### src/rtl/aes_stream_arbiter.sv
// Round-robin N-to-1 arbiter feeding one AES encrypter stream, with burst-held grants and a tagged registered output.
// Optional macro AES_STREAM_ARB_FIXED_PRIO_EN: the idle search becomes fixed priority (lowest index wins).
//
// state | meaning
// IDLE  | no grant held; pick the next requester with valid high (one cycle per burst)
// GRANT | grant held; forward beats from the granted requester until BURST_LEN or source idle
module aes_stream_arbiter #(
  parameter int NUM_REQ = 2,
  parameter int DATA_WIDTH_IN_BYTES = 16,
  parameter int BURST_LEN = 4,
  localparam int SRC_W = (NUM_REQ > 1) ? $clog2(NUM_REQ) : 1
) (
  input  logic                                       clk,
  input  logic                                       rst,
  input  logic [NUM_REQ*DATA_WIDTH_IN_BYTES*8-1:0]   in_data,
  input  logic [NUM_REQ-1:0]                         in_valid,
  output logic [NUM_REQ-1:0]                         in_rdy,
  output logic [DATA_WIDTH_IN_BYTES*8-1:0]           out_data,
  output logic                                       out_valid,
  input  logic                                       out_rdy,
  output logic [SRC_W-1:0]                           out_src_id
);

  localparam int DW = DATA_WIDTH_IN_BYTES * 8;
  localparam int NPAD = 1 << SRC_W;

  typedef enum logic {IDLE, GRANT} state_t;

  state_t           state_q, state_d;
  logic [SRC_W-1:0] grant_q, grant_d;
  logic [SRC_W-1:0] last_grant_q, last_grant_d;
  logic [7:0]       beat_cnt_q, beat_cnt_d;
  logic [DW-1:0]    out_data_q, out_data_d;
  logic             out_valid_q, out_valid_d;
  logic [SRC_W-1:0] out_src_id_q, out_src_id_d;

  logic             can_load;
  logic             xfer;
  logic             gnt_valid;
  logic             found;
  logic [SRC_W-1:0] pick_idx;
  logic [NPAD-1:0]  valid_pad;
  logic [DW-1:0]    sel_data;

  always_comb begin
    state_d      = state_q;
    grant_d      = grant_q;
    last_grant_d = last_grant_q;
    beat_cnt_d   = beat_cnt_q;
    out_data_d   = out_data_q;
    out_valid_d  = out_valid_q;
    out_src_id_d = out_src_id_q;

    can_load  = !out_valid_q || out_rdy;
    valid_pad = '0;
    valid_pad[NUM_REQ-1:0] = in_valid;
    gnt_valid = valid_pad[grant_q];

    sel_data = '0;
    in_rdy   = '0;
    for (int i = 0; i < NUM_REQ; i++) begin
      if (grant_q == SRC_W'(i)) begin
        sel_data  = in_data[i*DW +: DW];
        in_rdy[i] = (state_q == GRANT) && can_load;
      end
    end
    xfer = (state_q == GRANT) && can_load && gnt_valid;

    // Scan from the far end so the last hit is the highest-priority candidate.
    found    = 1'b0;
    pick_idx = '0;
`ifdef AES_STREAM_ARB_FIXED_PRIO_EN
    for (int i = NUM_REQ - 1; i >= 0; i--) begin
      if (in_valid[i]) begin
        found    = 1'b1;
        pick_idx = SRC_W'(i);
      end
    end
`else
    for (int i = NUM_REQ; i >= 1; i--) begin
      if (valid_pad[SRC_W'((int'(last_grant_q) + i) % NUM_REQ)]) begin
        found    = 1'b1;
        pick_idx = SRC_W'((int'(last_grant_q) + i) % NUM_REQ);
      end
    end
`endif

    case (state_q)
      IDLE: begin
        if (found) begin
          grant_d      = pick_idx;
          last_grant_d = pick_idx;
          beat_cnt_d   = '0;
          state_d      = GRANT;
        end
      end
      GRANT: begin
        if (xfer) begin
          beat_cnt_d = beat_cnt_q + 8'd1;
          if (beat_cnt_d == 8'(BURST_LEN)) state_d = IDLE;
        end else if (can_load) begin
          state_d = IDLE;
        end
      end
      default: state_d = IDLE;
    endcase

    // A new beat replaces the old one in the same cycle it drains, so no bubble.
    if (xfer) begin
      out_data_d   = sel_data;
      out_src_id_d = grant_q;
      out_valid_d  = 1'b1;
    end else if (out_rdy) begin
      out_valid_d = 1'b0;
    end
  end

  always_ff @(posedge clk) begin
    if (rst) begin
      state_q      <= IDLE;
      grant_q      <= '0;
      last_grant_q <= SRC_W'(NUM_REQ - 1);
      beat_cnt_q   <= '0;
      out_data_q   <= '0;
      out_valid_q  <= 1'b0;
      out_src_id_q <= '0;
    end else begin
      state_q      <= state_d;
      grant_q      <= grant_d;
      last_grant_q <= last_grant_d;
      beat_cnt_q   <= beat_cnt_d;
      out_data_q   <= out_data_d;
      out_valid_q  <= out_valid_d;
      out_src_id_q <= out_src_id_d;
    end
  end

  assign out_data   = out_data_q;
  assign out_valid  = out_valid_q;
  assign out_src_id = out_src_id_q;

endmodule

### config.mk
export PLATFORM = sky130hd
export DESIGN_NAME = aes_stream_arbiter
export DESIGN_NICKNAME = d
export VERILOG_FILES = /design/src/rtl/aes_stream_arbiter.sv
export SDC_FILE = /design/constraint.sdc
export NUM_CORES = 1
export LEC_CHECK = 0
export ABC_AREA = 1
export BUFFER_PORTS_ARGS = -buffer_cell sky130_fd_sc_hd__buf_2
export CAP_MARGIN = 20
export CORE_AREA = 3 3 151 153
export DETAILED_ROUTE_END_ITERATION = 7
export DIE_AREA = 0 0 154 156
export PLACE_DENSITY = 0.59
export REMOVE_ABC_BUFFERS = 1
export SYNTH_ARGS = -nofsm -noshare
export SYNTH_HDL_FRONTEND = slang
export SYNTH_SLANG_ARGS = --single-unit
### constraint.sdc
create_clock -name clk -period 1.7 [get_ports clk]
set_clock_uncertainty 0.15 [all_clocks]
set_input_delay 0.34 -clock clk [delete_from_list [all_inputs] [get_ports clk]]
set_output_delay 0.34 -clock clk [all_outputs]
set_load 0.05 [all_outputs]
======== Word level (Yosys, flattened, before mapping) ========
Index checks and enable logic that the tools add are counted.
word-level totals
  flip-flop bits (word level) ............. 141
  bits in latches ......................... 0
  bits in writable memories ............... 0
  bits in read-only memories .............. 0
  bits of input ports ..................... 261
  memories kept ........................... 0
operators by class
  add/subtract/negate cells ............... 3
  multipliers ............................. 0
  divide/modulo/power cells ............... 0
  $lt $le $gt $ge ......................... 3
  equal/unequal tests ..................... 3
  shift operators ......................... 0
  multiplexer cells ....................... 23
  bitwise gates (word level) .............. 1
  reductions and logical operators ........ 7
operators with widths
  cell                                                                    count
  128-bit 2-to-1 mux                                                      1
  1-bit 2-to-1 mux                                                        18
  8-bit 2-to-1 mux                                                        2
  8-bit one-hot mux with 2 select lines                                   1
  8-bit by 1-bit adder with 8-bit output (second input constant)          1
  8-bit by 3-bit equality test with 1-bit output (second input constant)  1
  1-bit by 3-bit < comparator with 1-bit output (second input constant)   2
  2-bit AND reduction                                                     2
  1-bit adder (second input constant)                                     2
  1-bit logical AND                                                       2
  1-bit by 2-bit < comparator with 1-bit output (second input constant)   1
  2-bit by 1-bit != test with 1-bit output (second input constant)        1
  2-bit != test (second input constant)                                   1
  1-bit one-hot mux with 2 select lines                                   1
  2-bit nonzero test                                                      1
  1-bit zero test                                                         1
  1-bit logical OR                                                        1
  1-bit NOT                                                               1

======== Logic depth before layout (Yosys ltp) ========
  depth in word-level cells ............... 8
  mapped depth ............................ 9
  depth with buffers taken out ............ 9

======== Worst setup path before layout ========
No wires, ideal clock.
  path kind ............................... register to output
  from .................................... register out_valid_q (netlist: out_valid)
  to ...................................... output port in_rdy[1]
  data arrival time ....................... 1.493 ns
  slack ................................... -0.283 ns
  cell stages (with the launch flop) ...... 6
  cell sequence ........................... dfxtp_1 inv_1 nor2_1 nor2_1 inv_1 nor2_1
between the ends
  word-level cells in the longest chain between the ends .. 4
RTL lines
  element                   line  text
  start: declaration        34    logic out_valid_q, out_valid_d;
  start signal: assignment  133   out_valid_q <= out_valid_d;
  1-bit zero test           54    can_load = !out_valid_q || out_rdy;
  1-bit logical OR          54
  1-bit logical AND         64    in_rdy[i] = (state_q == GRANT) && can_load;
  1-bit 2-to-1 mux          62    if (grant_q == SRC_W'(i)) begin
  end: declaration          17    output logic [NUM_REQ-1:0] in_rdy,
No other way between the ends.

======== Worst setup path in the final report ========
Ends and elaborated chain as after synthesis.

==> run_results.csv <==
group,metric,value,unit
run,cap_violations,0,
clock_tree,cts_root_buf,"clkbuf_16",
timing,fmax,0.564,GHz
timing,slew_violations,0,
final_layout,areaGrowthSynthToFinish,51.2,%
grt,grt_use_total,17.2,%
detailed_routing,wirelength,22500,um
logic_synthesis,ys_warn_count,0,
logic_synthesis,ys_seq_area_share,46.5,%
timing,fin_crit_sh,104,%
die,top_level_ports,393,
logic_synthesis,yosysUniqueCellTypes,23,
final_layout,final_cells,1491,
grt,grt_first_pass_wirelength,33900,um
place,portBuffers,392,
clock_tree,cts_htree_levels,4,
critical_path,cp.arrival,1.28,ns
detailed_routing,vias,7112,
place,place_inst,1451,
die,die_h,156,um
timing,setup_ws,-0.0726,ns
place,gp_congestion,0.833,
grt,grt.overflow.total,0,
timing,rsz0062_at_grt,"yes",
clock_tree,cts_hold_buffers,0,
clock_tree,numCtsBuffers,17,
detailed_routing,ant_nets,0,
die,coreArea,21700,um^2
clock_tree,clkTransAtPathRegs,0.07,ns
timing,setup_viol,2,
critical_path,required,1.21,ns
pwr,ir_drop,0.520,mV
grt,gr-usage-met1,21.0,%
timing,fin_crit,1.77,ns
final_layout,nets,1461,
grt,grt.busiest_layer,"met2",
die,die_area,24000,um^2
final_layout,drive_above_1_share,39.5,%
run_status,violations,"negative setup slack",
grt,grt_pass1_vias,6634,
timing,fin_tns_setup,-0.121,ns
die,die_w,154,um
grt,grt_max_degree,73,
timing,hold_slack,0.0228,ns
critical_path,end_kind,"output pin",
final_layout,n_fill_cell,2276,
run_status,status,"finished, violations left",
place,pre_cts_ws,0.0575,ns
logic_synthesis,syn_area,6070,um^2
clock_tree,clock_sinks,141,
critical_path,start_kind,"flip-flop",
timing,worst_pin_slew,0.613,ns
pwr,p_leak,4.53,nW
timing,relSlewSlack,59.1,%
final_layout,antenna_cells,0,
detailed_routing,dr.pass1.iters,5,
place,dp_hpwl,16200,um
detailed_routing,drc,0,
logic_synthesis,syn_inst,823,
detailed_routing,via_per_inst,4.77,
grt,grtUsageMet2,29.1,%
grt,antenna_found_initial,0,
timing,hold_viol,0,
pwr,cellPowerDensity,1010,nW/um^2
logic_synthesis,syn_avg_cell_area,7.37,um^2
detailed_routing,drt-initial-drc-count,467,
die,row_count,54,
grt,grt_use_met3,5.58,%
die,start_util,28.0,%
critical_path,crit_type,"flip-flop to output pin",
clock_tree,clkLatencyLatePin,0.42,ns
clock_tree,cts_tree,"done",
hold_path,hold_class,"input pin to flip-flop",
critical_path,path_max_fanout,2,
clock_tree,cts_buffer_depth,2,
detailed_routing,wl_per_cell,15.1,um
logic_synthesis,ys_seq_elements,141,
==> state kept, by name, summed over array words and instances (netlist names) <==
| signal | flops |
|---|---|
| out_src_id | 1 |
| grant_q | 1 |
| last_grant_q | 1 |
| out_data | 128 |
| beat_cnt_q | 8 |
| out_valid | 1 |
| state_q | 1 |
==> area by class of cell <==
cell class	instances	area [um^2]	share of cell area, %
clock buffers	18	439	4.78
clock inverters	14	159	1.73
inverters	16	71.3	0.777
multi-input cells	593	2810	30.6
flip-flops and latches	141	2830	30.8
well taps	280	350	3.82
repair buffers	429	2520	27.4
==> worst paths after layout <==
path                             start                        end  slack (ns)  depth (start not counted)
max             out_valid$_SDFFE_PP0P_                  in_rdy[1]       -0.07                          6
min                         in_data[4]   out_data[4]$_SDFFE_PP0P_        0.02                          3
max reg2reg     out_valid$_SDFFE_PP0P_  out_data[99]$_SDFFE_PP0P_        0.08                         10
min reg2reg  last_grant_q$_SDFFE_PP1P_  last_grant_q$_SDFFE_PP1P_        0.31                          2
==> kinds of logic (layout without fill, tap and decap cells) <==
kind of cell | count (synthesis) | after routing | synth area share (%)
buf+inv | 89 | 477 | 7.73
simple gates | 320 | 320 | 20.3
flops | 141 | 141 | 46.5
fa+ha+maj | 2 | 2 | 0.412
compound gates | 271 | 271 | 25.1
==> report_power, final <==
part           internal, W  switching (W)
logic             0.000639        0.00128
clock network      0.00223        0.00156
registers          0.00350      0.0000999
==> cells in the final DEF, fill, tap and decap left out, types with 3 or more instances in the layout <==
master	Yosys	final
nor2_4	1	5
buf_4	1	17
inv_2	1	3
a21oi_1	11	11
o21ai_0	38	25
a31oi_1	128	128
buf_2	18	390
buf_12	0	12
clkinv_4	0	4
clkbuf_16	0	22
nand2_1	293	293
nand3_1	7	7
nor2_1	15	11
o21ai_1	92	105
buf_6	13	4
inv_1	15	10
inv_6	0	5
dfxtp_1	141	138
==> timing repair <==
action | 4_1_cts | 5_1_grt
gates resized for setup | 10 | 25
gates cloned | 0 | 5
endpoints found under the setup margin | 2 | 62
pin swaps | 2 | 3
buffers inserted | 2 | 1
==> worst max-delay path, cell delays in order (launching register included) <==
cell	delay, ns
dfxtp_2	0.32
inv_2	0.06
nor2_4	0.04
nor2_4	0.09
inv_2	0.07
nor2_4	0.12
buf_6	0.16
==> synthesized netlist by cell type <==
cell / n / area [um^2]
or2_2: 1 / 6.26
clkbuf_1: 38 / 143
buf_4: 1 / 7.51
buf_2: 18 / 90.1
o21ai_2: 1 / 8.76
nand2_2: 1 / 6.26
inv_1: 15 / 56.3
ha_1: 2 / 25.0
nor2_4: 1 / 11.3
inv_2: 1 / 3.75
a21oi_1: 11 / 55.1
a31oi_1: 128 / 801
o21bai_1: 1 / 7.51
nand3_1: 7 / 35.0
nand2_1: 293 / 1100
buf_6: 13 / 146
nor2_1: 15 / 56.3
o21ai_1: 92 / 460
buf_1: 2 / 7.51
nand3b_1: 2 / 15.0
dfxtp_1: 141 / 2820
o21ai_0: 38 / 190
buf_8: 1 / 15.0
==> metrics by stage <==
step | utilization, % | power, W | cell area (um^2)
2_1_floorplan | - | 0.00480 | 5660
3_3_place_gp | 38.6 | 0.00552 | 8370
3_5_place_dp | 38.6 | 0.00553 | 8370
4_1_cts | 41.5 | 0.00937 | 9000
5_1_grt | 42.3 | 0.00972 | 9180
6_report | 42.3 | 0.00931 | 9180
==> layer usage <==
layer,part of all wire (%),routed length (um)
met5,0,0
met4,1.9,420
met3,7.9,1780
met2,49,11100
met1,41,9190
Power figures use the tool's default switching activity.
